### src/rtl/alu_sequencer_if.sv
// ============================================================================
// Module      : alu_sequencer_if
// Description : Command, ALU-drive and result bundle for alu_sequencer.
// Revision    : 1.0 - initial release
// ============================================================================
`timescale 1ns/1ps
`default_nettype none

interface alu_sequencer_if #(
    parameter int COUNT_W = 8
);
    // Command channel
    logic               CMD_VALID;
    logic               CMD_READY;
    logic [3:0]         CMD_A;
    logic [3:0]         CMD_B;
    logic [1:0]         CMD_OP;
    logic               CMD_CHAIN;

    // ALU drive / return
    logic [3:0]         ALU_A;
    logic [3:0]         ALU_B;
    logic               ALU_CTRL0;
    logic               ALU_CTRL1;
    logic [3:0]         ALU_C;
    logic               ALU_OVF;

    // Result channel and status
    logic               RES_VALID;
    logic               RES_READY;
    logic [3:0]         RES_C;
    logic               RES_OVF;
    logic               OVF_STICKY;
    logic               CLR_STICKY;
    logic [COUNT_W-1:0] OP_COUNT;

    // Sequencer side
    modport slave (
        input  CMD_VALID, CMD_A, CMD_B, CMD_OP, CMD_CHAIN,
        output CMD_READY,
        output ALU_A, ALU_B, ALU_CTRL0, ALU_CTRL1,
        input  ALU_C, ALU_OVF,
        output RES_VALID, RES_C, RES_OVF, OVF_STICKY, OP_COUNT,
        input  RES_READY, CLR_STICKY
    );

    // Command source / ALU / result sink side
    modport master (
        output CMD_VALID, CMD_A, CMD_B, CMD_OP, CMD_CHAIN,
        input  CMD_READY,
        input  ALU_A, ALU_B, ALU_CTRL0, ALU_CTRL1,
        output ALU_C, ALU_OVF,
        input  RES_VALID, RES_C, RES_OVF, OVF_STICKY, OP_COUNT,
        output RES_READY, CLR_STICKY
    );
endinterface

`default_nettype wire

### src/rtl/alu_sequencer.sv
// ============================================================================
// Module      : alu_sequencer
// Description : Valid/ready front-end that drives a 4-bit ALU, waits one
//               settle cycle, captures C/OVF and presents it downstream.
// Revision    : 1.0 - initial release
// ============================================================================
`timescale 1ns/1ps
`default_nettype none

module alu_sequencer #(
    parameter int COUNT_W = 8
) (
`ifdef USE_POWER_PINS
    inout  wire         vccd1,
    inout  wire         vssd1,
`endif
    input  wire logic   wb_clk_i,
    input  wire logic   wb_rst_i,
    alu_sequencer_if.slave bus
);

    typedef enum logic [1:0] {
        S_IDLE = 2'd0,
        S_EXEC = 2'd1,
        S_DONE = 2'd2
    } state_t;

    localparam logic [COUNT_W-1:0] c_count_one = COUNT_W'(1);

    state_t             r_state;
    logic               r_cmd_ready;
    logic [3:0]         r_alu_a;
    logic [3:0]         r_alu_b;
    logic [1:0]         r_ctrl;
    logic [3:0]         r_res_c;
    logic               r_res_ovf;
    logic               r_res_valid;
    logic               r_acc_valid;
    logic               r_sticky;
    logic [COUNT_W-1:0] r_count;

    logic [3:0]         w_next_a;

    // RES_C doubles as the chain accumulator once any result has been captured
    assign w_next_a = (bus.CMD_CHAIN && r_acc_valid) ? r_res_c : bus.CMD_A;

    always_ff @(posedge wb_clk_i) begin
        if (wb_rst_i) begin
            r_state     <= S_IDLE;
            r_cmd_ready <= 1'b1;
            r_alu_a     <= 4'd0;
            r_alu_b     <= 4'd0;
            r_ctrl      <= 2'd0;
            r_res_c     <= 4'd0;
            r_res_ovf   <= 1'b0;
            r_res_valid <= 1'b0;
            r_acc_valid <= 1'b0;
            r_sticky    <= 1'b0;
            r_count     <= '0;
        end else begin
            // A capture with OVF=1 later in this block overrides the clear
            if (bus.CLR_STICKY) begin
                r_sticky <= 1'b0;
            end

            case (r_state)
                S_IDLE: begin
                    if (bus.CMD_VALID) begin
                        r_alu_a     <= w_next_a;
                        r_alu_b     <= bus.CMD_B;
                        r_ctrl      <= bus.CMD_OP;
                        r_cmd_ready <= 1'b0;
                        r_state     <= S_EXEC;
                    end
                end

                S_EXEC: begin
                    r_res_c     <= bus.ALU_C;
                    r_res_ovf   <= bus.ALU_OVF;
                    r_res_valid <= 1'b1;
                    r_acc_valid <= 1'b1;
                    r_count     <= r_count + c_count_one;
                    if (bus.ALU_OVF) begin
                        r_sticky <= 1'b1;
                    end
                    r_state     <= S_DONE;
                end

                S_DONE: begin
                    if (bus.RES_READY) begin
                        r_res_valid <= 1'b0;
                        r_cmd_ready <= 1'b1;
                        r_state     <= S_IDLE;
                    end
                end

                default: begin
                    r_res_valid <= 1'b0;
                    r_cmd_ready <= 1'b1;
                    r_state     <= S_IDLE;
                end
            endcase
        end
    end

    assign bus.CMD_READY  = r_cmd_ready;
    assign bus.ALU_A      = r_alu_a;
    assign bus.ALU_B      = r_alu_b;
    assign bus.ALU_CTRL0  = r_ctrl[0];
    assign bus.ALU_CTRL1  = r_ctrl[1];
    assign bus.RES_VALID  = r_res_valid;
    assign bus.RES_C      = r_res_c;
    assign bus.RES_OVF    = r_res_ovf;
    assign bus.OVF_STICKY = r_sticky;
    assign bus.OP_COUNT   = r_count;

endmodule

`default_nettype wire
### src/flat_wrapper.sv
// flat-port wrapper written by rule: the top's interface ports become plain ports
module alu_sequencer_flat 
#(
    parameter int COUNT_W = 8
)
  (wb_clk_i, wb_rst_i, bus_CMD_VALID, bus_CMD_A, bus_CMD_B, bus_CMD_OP, bus_CMD_CHAIN, bus_CMD_READY, bus_ALU_A, bus_ALU_B, bus_ALU_CTRL0, bus_ALU_CTRL1, bus_ALU_C, bus_ALU_OVF, bus_RES_VALID, bus_RES_C, bus_RES_OVF, bus_OVF_STICKY, bus_OP_COUNT, bus_RES_READY, bus_CLR_STICKY);
  alu_sequencer_if #(.COUNT_W(COUNT_W)) bus_i ();
  input  wire logic wb_clk_i;
  input  wire logic wb_rst_i;
  input wire logic [$bits(bus_i.CMD_VALID)-1:0] bus_CMD_VALID;
  input wire logic [$bits(bus_i.CMD_A)-1:0] bus_CMD_A;
  input wire logic [$bits(bus_i.CMD_B)-1:0] bus_CMD_B;
  input wire logic [$bits(bus_i.CMD_OP)-1:0] bus_CMD_OP;
  input wire logic [$bits(bus_i.CMD_CHAIN)-1:0] bus_CMD_CHAIN;
  output wire logic [$bits(bus_i.CMD_READY)-1:0] bus_CMD_READY;
  output wire logic [$bits(bus_i.ALU_A)-1:0] bus_ALU_A;
  output wire logic [$bits(bus_i.ALU_B)-1:0] bus_ALU_B;
  output wire logic [$bits(bus_i.ALU_CTRL0)-1:0] bus_ALU_CTRL0;
  output wire logic [$bits(bus_i.ALU_CTRL1)-1:0] bus_ALU_CTRL1;
  input wire logic [$bits(bus_i.ALU_C)-1:0] bus_ALU_C;
  input wire logic [$bits(bus_i.ALU_OVF)-1:0] bus_ALU_OVF;
  output wire logic [$bits(bus_i.RES_VALID)-1:0] bus_RES_VALID;
  output wire logic [$bits(bus_i.RES_C)-1:0] bus_RES_C;
  output wire logic [$bits(bus_i.RES_OVF)-1:0] bus_RES_OVF;
  output wire logic [$bits(bus_i.OVF_STICKY)-1:0] bus_OVF_STICKY;
  output wire logic [$bits(bus_i.OP_COUNT)-1:0] bus_OP_COUNT;
  input wire logic [$bits(bus_i.RES_READY)-1:0] bus_RES_READY;
  input wire logic [$bits(bus_i.CLR_STICKY)-1:0] bus_CLR_STICKY;
  assign bus_i.CMD_VALID = bus_CMD_VALID;
  assign bus_i.CMD_A = bus_CMD_A;
  assign bus_i.CMD_B = bus_CMD_B;
  assign bus_i.CMD_OP = bus_CMD_OP;
  assign bus_i.CMD_CHAIN = bus_CMD_CHAIN;
  assign bus_CMD_READY = bus_i.CMD_READY;
  assign bus_ALU_A = bus_i.ALU_A;
  assign bus_ALU_B = bus_i.ALU_B;
  assign bus_ALU_CTRL0 = bus_i.ALU_CTRL0;
  assign bus_ALU_CTRL1 = bus_i.ALU_CTRL1;
  assign bus_i.ALU_C = bus_ALU_C;
  assign bus_i.ALU_OVF = bus_ALU_OVF;
  assign bus_RES_VALID = bus_i.RES_VALID;
  assign bus_RES_C = bus_i.RES_C;
  assign bus_RES_OVF = bus_i.RES_OVF;
  assign bus_OVF_STICKY = bus_i.OVF_STICKY;
  assign bus_OP_COUNT = bus_i.OP_COUNT;
  assign bus_i.RES_READY = bus_RES_READY;
  assign bus_i.CLR_STICKY = bus_CLR_STICKY;
  alu_sequencer #(.COUNT_W(COUNT_W)) u_core (.wb_clk_i(wb_clk_i), .wb_rst_i(wb_rst_i), .bus(bus_i));
endmodule
### config.mk
export PLATFORM = sky130hd
export DESIGN_NAME = alu_sequencer_flat
export DESIGN_NICKNAME = d
export VERILOG_FILES = /design/src/rtl/alu_sequencer_if.sv /design/src/rtl/alu_sequencer.sv /design/src/flat_wrapper.sv
export SDC_FILE = /design/constraint.sdc
export NUM_CORES = 1
export LEC_CHECK = 0
export BUFFER_PORTS_ARGS = -buffer_cell sky130_fd_sc_hd__buf_2
export CORE_UTILIZATION = 42
export CTS_CLUSTER_DIAMETER = 30
export DETAILED_ROUTE_END_ITERATION = 7
export PLACE_DENSITY = 0.74
export SKIP_LAST_GASP = 1
export SYNTH_ARGS = -nofsm -noshare
export SYNTH_HDL_FRONTEND = slang
export SYNTH_SLANG_ARGS = --single-unit
### constraint.sdc
create_clock -name wb_clk_i -period 1.2 [get_ports wb_clk_i]
set_input_delay 0.24 -clock wb_clk_i [delete_from_list [all_inputs] [get_ports wb_clk_i]]
set_output_delay 0.24 -clock wb_clk_i [all_outputs]
set_load 0.005 [all_outputs]
## Word-level counts from Yosys, hierarchy flattened

Index checks and enable logic that the tools add are counted.

- $add $sub $neg: 1
- Eq/ne operators: 4
- Mux-type cells: 12
- Bitwise logic cells: 2
- Reductions and logical operators: 6

Operators by type and width:

| kind | number |
|---|---|
| $add A8 B1 Y8 const B | 1 |
| $mux W1 | 6 |
| $pmux W1 S3 | 2 |
| $pmux W2 S3 | 1 |
| $reduce_and A2 Y1 | 3 |
| $mux W2 | 2 |
| $mux W4 | 1 |
| $ne A2 B2 Y1 const B | 2 |
| $reduce_and A3 Y1 | 1 |
| $eq A2 B1 Y1 const B | 1 |
| $eq A2 B2 Y1 const B | 1 |
| $logic_not A2 Y1 | 1 |
| $not A1 Y1 | 2 |
| $logic_and A1 B1 Y1 | 1 |

- Bits in registers: 29
- Input port bits: 21
- Output and inout bits: 26
- Logic and storage cells: 36

## Logic depth before layout (Yosys ltp)

Gate-level depths: netlist of the first run.

- Word-level depth: 3
- Depth in mapped cells: 5

## Least setup slack after synthesis of the first run

OpenSTA, ideal clock, no wires.

- Path type: register to register
- Start: register u_core.r_count[0] (netlist: u_core.bus.OP_COUNT[0])
- End: register u_core.r_count[6] (netlist: u_core.bus.OP_COUNT[6])
- Library setup time: 71 ps
- Data arrival time: 1,260 ps
- Required time: 1,129 ps
- Slack: -130 ps
- Cell stages (with the launch flop): 5
- Buffers on the path: 0
- Clock period less this slack: 1,330 ps
- Path through: dfxtp_1 > ha_1 > inv_1 > or4_1 > a21oi_1

- Word-level cells in the longest chain between the ends: 1

RTL lines:

| item | line | RTL |
|---|---|---|
| start: declaration | alu_sequencer.sv:40 | `logic [COUNT_W-1:0] r_count;` |
| start signal: assignment | alu_sequencer.sv:82 | `r_count <= r_count + c_count_one;` |
| $add A8 B1 Y8 | alu_sequencer.sv:82 |  |

No other way between the ends.
A chain may end at the register's enable or synchronous reset.

## Worst setup path after layout of the first run

- Start: register u_core.r_state[0]
- End: register u_core.r_alu_a[1] (netlist: u_core.bus.ALU_A[1])

- Word-level cells in the longest chain between the ends: 2

RTL lines:

| item | line | RTL |
|---|---|---|
| start: declaration | alu_sequencer.sv:30 | `state_t r_state;` |
| start signal: assignment | alu_sequencer.sv:49 | `r_state <= S_IDLE;` |
| start signal: assignment | alu_sequencer.sv:73 | `r_state <= S_EXEC;` |
| start signal: assignment | alu_sequencer.sv:86 | `r_state <= S_DONE;` |
| $logic_not A2 Y1 | alu_sequencer.sv:66 | `case (r_state)` |
| $reduce_and A2 Y1 (no line) | -- |  |
| end signal: assignment | alu_sequencer.sv:69 | `r_alu_a <= w_next_a;` |
| end: declaration | alu_sequencer.sv:32 | `logic [3:0] r_alu_a;` |

No other way between the ends.

==> impl_results.md, run 1 <==
- Fin nets: 224
- Crit. End Element: flop
- Post-synthesis register bit count: 29
- Max Root-Sink Buffers: 2
- CTS HTree Levels: 2
- Grt ovf: 0
- Async set-reset flop share out of synthesis: 0%
- Hold WS: 0.150 ns
- Vias in the first global route: 940
- Post-Synth XOR/XNOR Area: 1.53%
- YS warnings: 0
- Peak supply drop: 0.903 mV
- PwrDens: 1150 mW/mm^2
- Worst-path maximum fanout: 8
- Non-Filler Instances: 233
- DRC: 0
- Post-Synth Adder-Cell Area: 1.09%
- Final worst setup slack: -0.0897 ns
- All-layer global routing usage: 18.5%
- Pre-CTS WS: -0.0389 ns
- Core area: 0.00252 mm^2
- Worst Skew: 0.00450 ns
- Final Instance Area: 0.00174 mm^2
- Max Slew Vio Count: 0
- Syn_nets: 158
- Final count of negative-setup-slack endpoints: 11
- CP arrival: 1.51 ns
- Worst EP required: 1.42 ns
- Hold_sp: bus_CMD_B[2]
- Pin count of the biggest net entering global routing: 30
- Flop2flop setup slack: -0.09 ns
- Sum Neg Setup Slack: -0.345 ns
- Final min period: 1.29 ns
- Hold depth: 3
- Leading area contributor after synthesis: dfxtp_1
- Layout cells sized above 1: 47.8%
- Clk root buf: clkbuf_4
- Design Power: 2.01 mW
- Worst reg2reg path depth: 5
- CTS tree: done
- Detailed Place HPWL: 1.91 mm
- Worst-Skew Late Latency: 0.32 ns
- Mux cell area share after synthesis: 0%
- Worst Hold End: u_core.bus.ALU_B[2]$_SDFFE_PP0P_
- Post-route antenna net violation count: 0
- Mapped cell area: 0.00114 mm^2
- Simple-gate share of the synthesized area: 28.0%
- Max Fclk: 0.775 GHz
- Avg Cell Area, Syn: 8.41 um^2
- Clock Pin Slew Worst Setup and Hold Paths: 0.09 ns
- Highest Signal Layer: met4
- Worst-margin pin slew: 0.304 ns
- Routed wire length: 2.93 mm
- DRT Pass-1 Iters: 4
- Met2 Wirelength: 1.45 mm
- Max incr delay on CP: 0.35 ns
- Area after DPL: 0.00152 mm^2
- R2R Path Start: u_core.r_state[0]$_SDFFE_PP0P_
- Max_slew headroom: 79.5%
- Initial Utilization: 45.3%
- Post-synth EDFFs: 0
- Die footprint: 0.00294 mm^2
- Setup Crit Path Kind: reg2reg
- Vias per cell: 5.16
- WL met1: 1.29 mm
- Area Overhead vs Synth: 52.2%
- Starting DRT DRC Count: 25
- Wire length per cell: 12.6 um
- Synth Instances: 136
- CTS Buf Count: 5
- Largest family of logic cells by synthesized area: simple AND/OR/NAND/NOR gates
- Register area share after synthesis: 50.8%
- Primary FF master, synth: dfxtp_1
- Synth unique cells: 25
- Max-cap violations: 0
- Status: finished, violations left
- Final Util: 69.0%
- P_leak: 0.804 nW
- Failing checks: setup timing
- CP most frequent cell: buf_6
- Dominant cells by area after synthesis: dfxtp_1 51%, nand2_1 9.8%, a21oi_1 8.8%, nor2_1 3.9%, a311oi_1 3.1%
- Unrepaired setup endpoints after global routing: true
- Slowest CP cell: dfxtp_2
- Port Buffers: 46
- Wire length on met3: 158 um
- Antenna cells: 0
- GPL Wtd Cong: 0.761
- Clk sinks: 29
- Hold Path Class: in2reg
- Fill count: 210
- Via count: 1203
- FF+latch area: 593 um^2
- Worst reg2reg path endpoint: u_core.bus.ALU_A[1]$_SDFFE_PP0P_
- Initial antenna violation count: 0
- DIE HEIGHT: 54.2 um
- Critical Path, Cell by Cell: buf_6 -> nor3b_4 -> buf_6 -> nor2_4 -> a311oi_2
- Setup crit start kind: flop
- Area used by multi-input combinational logic: 609 um^2
- # rows: 18
- Final-report hold violation count: 0
- I/O pins: 47
- First-pass GRT wire length: 3.82 mm
- Post-synth top area share: 50.8%
- Compound-gate portion of the synthesized area: 15.1%
- Period utilization: 107%
- Die width: 54.2 um
- Placed Cells: 219
==> per-layer routing <==
metal	track usage (%)	up-vias
met5	0	-
met4	8.97	0
met3	5.93	5
li1	-	597
met2	30.3	37
met1	21.6	564
==> Yosys cell counts (all sizes together) (3+ instances only) <==
| cell | n |
|---|---|
| nor2 | 12 |
| a21oi | 20 |
| buf | 3 |
| nand3 | 7 |
| or3 | 3 |
| nand2 | 30 |
| a311oi | 4 |
| nand2b | 3 |
| clkbuf | 5 |
| dfxtp | 29 |
| o21ai | 3 |
==> registers in the layout (all words and copies together), names as in the netlist <==
| signal | cells |
|---|---|
| u_core.bus.ALU_A | 4 |
| u_core.bus.ALU_B | 4 |
| u_core.bus.CMD_READY | 1 |
| u_core.bus.OP_COUNT | 8 |
| u_core.bus.OVF_STICKY | 1 |
| u_core.bus.RES_C | 4 |
| u_core.bus.RES_OVF | 1 |
| u_core.bus.RES_VALID | 1 |
| u_core.r_acc_valid | 1 |
| u_core.r_ctrl | 2 |
| u_core.r_state | 2 |
==> area by class of cell <==
type                            count  share of cell area [%]
Clock buffer                        8                    3.38
Inverter                            1                   0.216
Timing Repair Buffer               67                    25.2
Sequential cell                    29                    34.1
Tap cell                           30                    2.16
Multi-Input combinational cell     98                    35.0
==> worst max-delay path, delay by kind of cell, from the launching register on <==
family	cells	cell delay (ns)
buffers and inverters	2	0.31
flip-flops	1	0.35
AO/OA/AOI/OAI	1	0.28
AND/OR/NAND/NOR	2	0.25
==> cells by family after synthesis <==
logic type	Yosys count
AOI/OAI and AO/OA	30
xor gates and xnor gates	2
adders and majority gates	1
buffers and inverters	9
DFF	29
and+or+nand+nor	65
==> report_power, final <==
group	internal, mW	switching [mW]	leakage, nW
Sequential	1.01	0.0395	0.240
Combinational	0.183	0.159	0.531
Clock	0.289	0.323	0.0326
Total	1.48	0.521	0.804
==> what timing repair did <==
| item | 4_1_cts | 5_1_grt |
|---|---|---|
| buffers inserted | 2 | 3 |
| gates resized for setup | 3 | 28 |
| endpoints found under the hold margin | 0 | 0 |
| setup endpoints to repair | 8 | 18 |
| gates cloned | 0 | 1 |
| pin swaps | 7 | 13 |
| hold buffers | 0 | 0 |
==> layout by cell type, fill, tap and decap left out, types with 2 or more instances in the layout <==
cell type  Yosys  routed
buf_2          2      46
nand2_1       30      27
dfxtp_1       29      23
a21oi_1       20      16
buf_4          1      10
nor2_1        12       9
buf_6          0       9
nand3_1        7       7
clkbuf_4       0       5
a21oi_2        0       4
dfxtp_2        0       4
a311oi_1       4       3
or3_1          3       3
nor2_2         0       2
nor3_1         2       2
nand2b_1       3       2
o31ai_1        2       2
o21ai_0        3       2
nand2_2        0       2
clkbuf_1       5       2
dfxtp_4        0       2
==> how the worst max path moves through the flow <==
stage,startpoint,to,slack (ns),depth (start not counted)
after floorplan,u_core.bus.OP_COUNT[1]$_SDFFE_PP0P_,u_core.bus.OP_COUNT[6]$_SDFFE_PP0P_,-0.03,4
after global placement,u_core.bus.OP_COUNT[0]$_SDFFE_PP0P_,u_core.bus.OP_COUNT[6]$_SDFFE_PP0P_,-0.007,4
after detailed placement,u_core.bus.OP_COUNT[1]$_SDFFE_PP0P_,u_core.bus.OP_COUNT[6]$_SDFFE_PP0P_,-0.04,4
after CTS,u_core.r_state[1]$_SDFFE_PP0P_,u_core.bus.OP_COUNT[6]$_SDFFE_PP0P_,-0.06,3
after global routing,u_core.r_state[0]$_SDFFE_PP0P_,u_core.bus.OP_COUNT[1]$_SDFFE_PP0P_,-0.11,6
final,u_core.r_state[0]$_SDFFE_PP0P_,u_core.bus.ALU_A[1]$_SDFFE_PP0P_,-0.09,5
No activity file was read; power rests on OpenSTA's default activity.
==> run 2: changes to the inputs <==
--- a/config.mk
+++ b/config.mk
@@ -10,4 +10,5 @@
 export CTS_CLUSTER_DIAMETER = 30
 export DETAILED_ROUTE_END_ITERATION = 7
+export GPL_TIMING_DRIVEN = 0
 export PLACE_DENSITY = 0.74
 export SKIP_LAST_GASP = 1
==> constraint.sdc (replaced) <==
create_clock -name wb_clk_i -period 1.2 [get_ports wb_clk_i]
set_input_delay 0.24 -clock wb_clk_i [delete_from_list [all_inputs] [get_ports wb_clk_i]]
set_output_delay 0.24 -clock wb_clk_i [all_outputs]
set_load 0.01 [all_outputs]
==> impl_results.md, run 2 (synthesis gave the netlist of run 1 again) <==
- Clk root buf: clkbuf_4
- Highest Signal Layer: met4
- Setup crit start kind: flop
- Final Util: 65.3%
- Hold Path Class: in2reg
- DRC: 0
- CP bufs+invs: 1
- Max-cap violations: 0
- # rows: 18
- Starting DRT DRC Count: 24
- Slowest CP cell: or4_4
- Wire length per cell: 13.4 um
- Status: finished, violations left
- Design Power: 1.93 mW
- Grt ovf: 0
- PwrDens: 1170 mW/mm^2
- GPL Wtd Cong: 0.724
- Pin count of the biggest net entering global routing: 11
- Worst Skew: 0.00537 ns
- Worst-Skew Late Latency: 0.32 ns
- Core area: 0.00252 mm^2
- Layout cells sized above 1: 43.1%
- Crit path max-delay family: simple AND/OR/NAND/NOR gates
- Peak supply drop: 0.916 mV
- CTS tree: done
- Wire length on met3: 159 um
- FF+latch area: 596 um^2
- Most frequent cells in the layout: 43 x buf_2, 30 x nand2_1, 23 x dfxtp_1
- P_leak: 0.739 nW
- Final min period: 1.29 ns
- Final count of negative-setup-slack endpoints: 5
- Vias in the first global route: 961
- Antenna cells: 0
- Fill count: 226
- Area used by multi-input combinational logic: 602 um^2
- Unrepaired setup endpoints after global routing: true
- Failing checks: setup timing
- Initial Utilization: 45.3%
- Via count: 1174
- DRT Pass-1 Iters: 4
- Crit. End Element: flop
- Fin nets: 216
- CP arrival: 1.54 ns
- CTS Buf Count: 5
- Worst-margin pin slew: 0.575 ns
- Max incr delay on CP: 0.50 ns
- WL met1: 1.24 mm
- Clock Pin Slew Worst Setup and Hold Paths: 0.08 ns
- Max Fclk: 0.777 GHz
- Area Overhead vs Synth: 44.0%
- Setup Crit Path Kind: reg2reg
- DIE HEIGHT: 54.2 um
- Post-route antenna net violation count: 0
- First-pass GRT wire length: 4.24 mm
- Most common cell after layout, fill and taps aside: buf_2
- Non-Filler Instances: 225
- Period utilization: 107%
- Met2 Wirelength: 1.56 mm
- Worst EP required: 1.46 ns
- Max Slew Vio Count: 0
- CTS HTree Levels: 2
- Max Root-Sink Buffers: 2
- Port Buffers: 45
- Largest register FFs: 8
- Routed wire length: 3.01 mm
- All-layer global routing usage: 21.4%
- Clk sinks: 29
- Detailed Place HPWL: 2.03 mm
- Worst-path maximum fanout: 7
- Die footprint: 0.00294 mm^2
- Initial antenna violation count: 0
- Critical Path, Cell by Cell: buf_6 -> nand4b_4 -> or4_4 -> a21oi_2
- I/O pins: 47
- Cts hold-fix bufs: 0
- Placed Cells: 211
- Max_slew headroom: 61.6%
- Final-report hold violation count: 0
- Vias per cell: 5.22
- Final worst setup slack: -0.0869 ns
- Die width: 54.2 um
[run 2: changes by cell type in the layout (fill, tap and decap cells not counted), moves of 3 or more]
| cell | change |
|---|---|
| buf_4 | -4 |
| clkbuf_1 | +4 |
| buf_2 | -3 |
| buf_6 | -3 |
| nand2_1 | +3 |
[run 2: worst reg2reg max path: cells and delay by family, from the launching register on]
family	cells	cell delay, ns
DFF	1	0.33
buffers and inverters	1	0.13
AOI/OAI and AO/OA	1	0.13
and+or+nand+nor	2	0.63
[run 2: stage by stage]
stage          setup TNS (ns)  hold slack, ns  cell area, um^2  setup WS [ns]
2_1_floorplan         -0.0241           0.376             1180        -0.0241
4_1_cts                -0.246           0.133             1550        -0.0790
6_report               -0.202           0.145             1650        -0.0869
3_5_place_dp            -1.66           0.452             1450         -0.137
5_1_grt                -0.714           0.129             1650         -0.139
3_3_place_gp           -0.973           0.438             1450        -0.0781
[run 2: timing repair]
item | in CTS | in global routing
pin swaps | 0 | 6
resized for setup | 7 | 21
setup endpoints to repair | 13 | 20
gates cloned | 0 | 1
setup buffers | 5 | 2
[run 2: final cells by class]
cell class                      count  area share (%)
Multi-Input combinational cell     98            36.6
Sequential cell                    29            36.2
Timing Repair Buffer               53            19.3
Clock buffer                        8            2.96
Buffer                              6            2.51
Tap cell                           30            2.28
Inverter                            1           0.228
[run 2: worst paths after layout]
check | depth (start not counted) | startpoint | slack (ns) | end
max | 4 | u_core.r_state[0]$_SDFFE_PP0P_ | -0.09 | u_core.bus.OP_COUNT[6]$_SDFFE_PP0P_
max reg2reg | 4 | u_core.r_state[0]$_SDFFE_PP0P_ | -0.09 | u_core.bus.OP_COUNT[6]$_SDFFE_PP0P_
min reg2reg | 2 | u_core.bus.ALU_B[1]$_SDFFE_PP0P_ | 0.46 | u_core.bus.ALU_B[1]$_SDFFE_PP0P_
min | 3 | bus_CMD_B[1] | 0.15 | u_core.bus.ALU_B[1]$_SDFFE_PP0P_
[run 2: routing by layer]
| layer | global-route usage, % | up-vias |
|---|---|---|
| met5 | 0 | - |
| met2 | 35.4 | 38 |
| met4 | 7.69 | 0 |
| met3 | 8.76 | 6 |
| li1 | - | 588 |
| met1 | 24.6 | 542 |
[run 2: power by group]
part / total [mW] / switching [mW] / internal, mW
combinational: 0.331 / 0.167 / 0.164
sequential: 1.06 / 0.0433 / 1.01
clock: 0.545 / 0.312 / 0.233
==> run 3: changes to the inputs <==
- GPL_TIMING_DRIVEN: 0 -> 1
==> impl_results.md, run 3 (synthesis gave the netlist of run 1 again) <==
- Most frequent cells in the layout: 44 x buf_2, 26 x nand2_1, 22 x dfxtp_1
- First-pass GRT wire length: 4.41 mm
- Crit. End Element: flop
- Antenna cells: 0
- CTS HTree Levels: 2
- DIE HEIGHT: 54.2 um
- Worst Hold End: u_core.bus.ALU_B[1]$_SDFFE_PP0P_
- Clk sinks: 29
- Routed wire length: 3.15 mm
- P_leak: 0.814 nW
- Worst Skew: 0.0144 ns
- Max Slew Vio Count: 0
- DRT Pass-1 Iters: 4
- GPL Wtd Cong: 0.788
- Pin count of the biggest net entering global routing: 21
- Layout cells sized above 1: 51.2%
- Clock Pin Slew Worst Setup and Hold Paths: 0.09 ns
- Die footprint: 0.00294 mm^2
- Wire length per cell: 13.5 um
- Worst reg2reg path endpoint: u_core.bus.OP_COUNT[6]$_SDFFE_PP0P_
- Hold Path Class: in2reg
- Max Fclk: 0.806 GHz
- Post-route antenna net violation count: 0
- Via count: 1203
- Final Util: 70.0%
- Hold_sp: bus_CMD_B[1]
- Hold WS: 0.131 ns
- CTS Buf Count: 5
- Peak supply drop: 0.803 mV
- Final worst setup slack: -0.0403 ns
- Worst-margin pin slew: 0.263 ns
- DRC: 0
- Pre-CTS WS: -0.0620 ns
- Worst-Skew Late Latency: 0.33 ns
- Initial antenna violation count: 0
- Period utilization: 103%
- Status: finished, violations left
- R2R Path Start: u_core.r_state[1]$_SDFFE_PP0P_
- I/O pins: 47
- Largest register FFs: 8
- Most common cell after layout, fill and taps aside: buf_2
- Area Overhead vs Synth: 54.4%
- Flop2flop setup slack: -0.04 ns
- Die width: 54.2 um
- Clk root buf: clkbuf_4
- # rows: 18
- Fin nets: 225
- Unrepaired setup endpoints after global routing: true
- Core area: 0.00252 mm^2
- Final count of negative-setup-slack endpoints: 9
- Fill count: 207
- Max-cap violations: 0
- Vias in the first global route: 1025
- Hold depth: 3
- Setup Crit Path Kind: reg2reg
- Starting DRT DRC Count: 16
- Worst reg2reg path depth: 3
- PwrDens: 1150 mW/mm^2
- Grt ovf: 0
- Max_slew headroom: 82.3%
- All-layer global routing usage: 21.6%
- Failing checks: setup timing
- Final-report hold violation count: 0
- CP arrival: 1.51 ns
- CTS tree: done
- Setup crit start kind: flop
- Max Root-Sink Buffers: 2
- Vias per cell: 5.16
- Final min period: 1.24 ns
- Sum Neg Setup Slack: -0.174 ns
- Initial Utilization: 45.3%
- Detailed Place HPWL: 1.91 mm
- Worst-path maximum fanout: 6
- Port Buffers: 46
- Worst EP required: 1.47 ns
run 3: worst max-delay path by stage:
stage	from	endpoint	slack, ns
4_1_cts	u_core.r_state[1]$_SDFFE_PP0P_	u_core.bus.OP_COUNT[6]$_SDFFE_PP0P_	-0.03
2_1_floorplan	u_core.bus.OP_COUNT[0]$_SDFFE_PP0P_	u_core.bus.OP_COUNT[6]$_SDFFE_PP0P_	-0.02
3_3_place_gp	u_core.r_state[0]$_SDFFE_PP0P_	u_core.bus.ALU_A[1]$_SDFFE_PP0P_	-0.009
6_report	u_core.r_state[1]$_SDFFE_PP0P_	u_core.bus.OP_COUNT[6]$_SDFFE_PP0P_	-0.04
5_1_grt	u_core.bus.OP_COUNT[4]$_SDFFE_PP0P_	u_core.bus.OP_COUNT[7]$_SDFFE_PP0P_	-0.10
3_5_place_dp	u_core.r_state[0]$_SDFFE_PP0P_	u_core.bus.ALU_A[1]$_SDFFE_PP0P_	-0.06
run 3: report_power, final:
| group | switching, mW | total [mW] | internal, mW |
|---|---|---|---|
| registers | 0.0396 | 1.05 | 1.01 |
| clock network | 0.339 | 0.615 | 0.276 |
| logic | 0.178 | 0.357 | 0.178 |
| total | 0.557 | 2.02 | 1.47 |
run 3: routing by layer:
layer	share of wire (%)	up-vias	global-route usage [%]
li1	-	599	-
met1	44	567	25.7
met2	50	30	34.3
met3	4.8	7	8.47
met4	1.4	0	8.97
met5	0	-	0
run 3: metrics by stage:
step / power (mW) / cells / cell area, um^2
floorplan: 1.23 / 136 / 1180
global placement: 1.33 / 216 / 1500
detailed placement: 1.35 / 216 / 1500
CTS: 1.98 / 232 / 1650
global route: 2.11 / 233 / 1770
finish: 2.02 / 233 / 1770
run 3: layout make-up:
type,instances,area (um^2),area share (%)
tap,30,37.5,2.13
clock buffer,7,55.1,3.12
timing repair buffer,68,454,25.7
sequential,29,597,33.8
inverter,1,3.75,0.213
multi-input combinational,98,618,35.0
run 3: what timing repair did:
| item | 4_1_cts | 5_1_grt |
|---|---|---|
| buffers inserted | 8 | 1 |
| pin swaps | 6 | 12 |
| setup endpoints to repair | 12 | 17 |
| cloned | 1 | 0 |
| hold buffers | 0 | 0 |
| resized for setup | 8 | 29 |
run 3: critical path, cell delays in order, from the launching register on:
cell and delay, ns:
dfxtp_4 0.37, nand4b_4 0.20, or4_4 0.50, a21oi_2 0.11
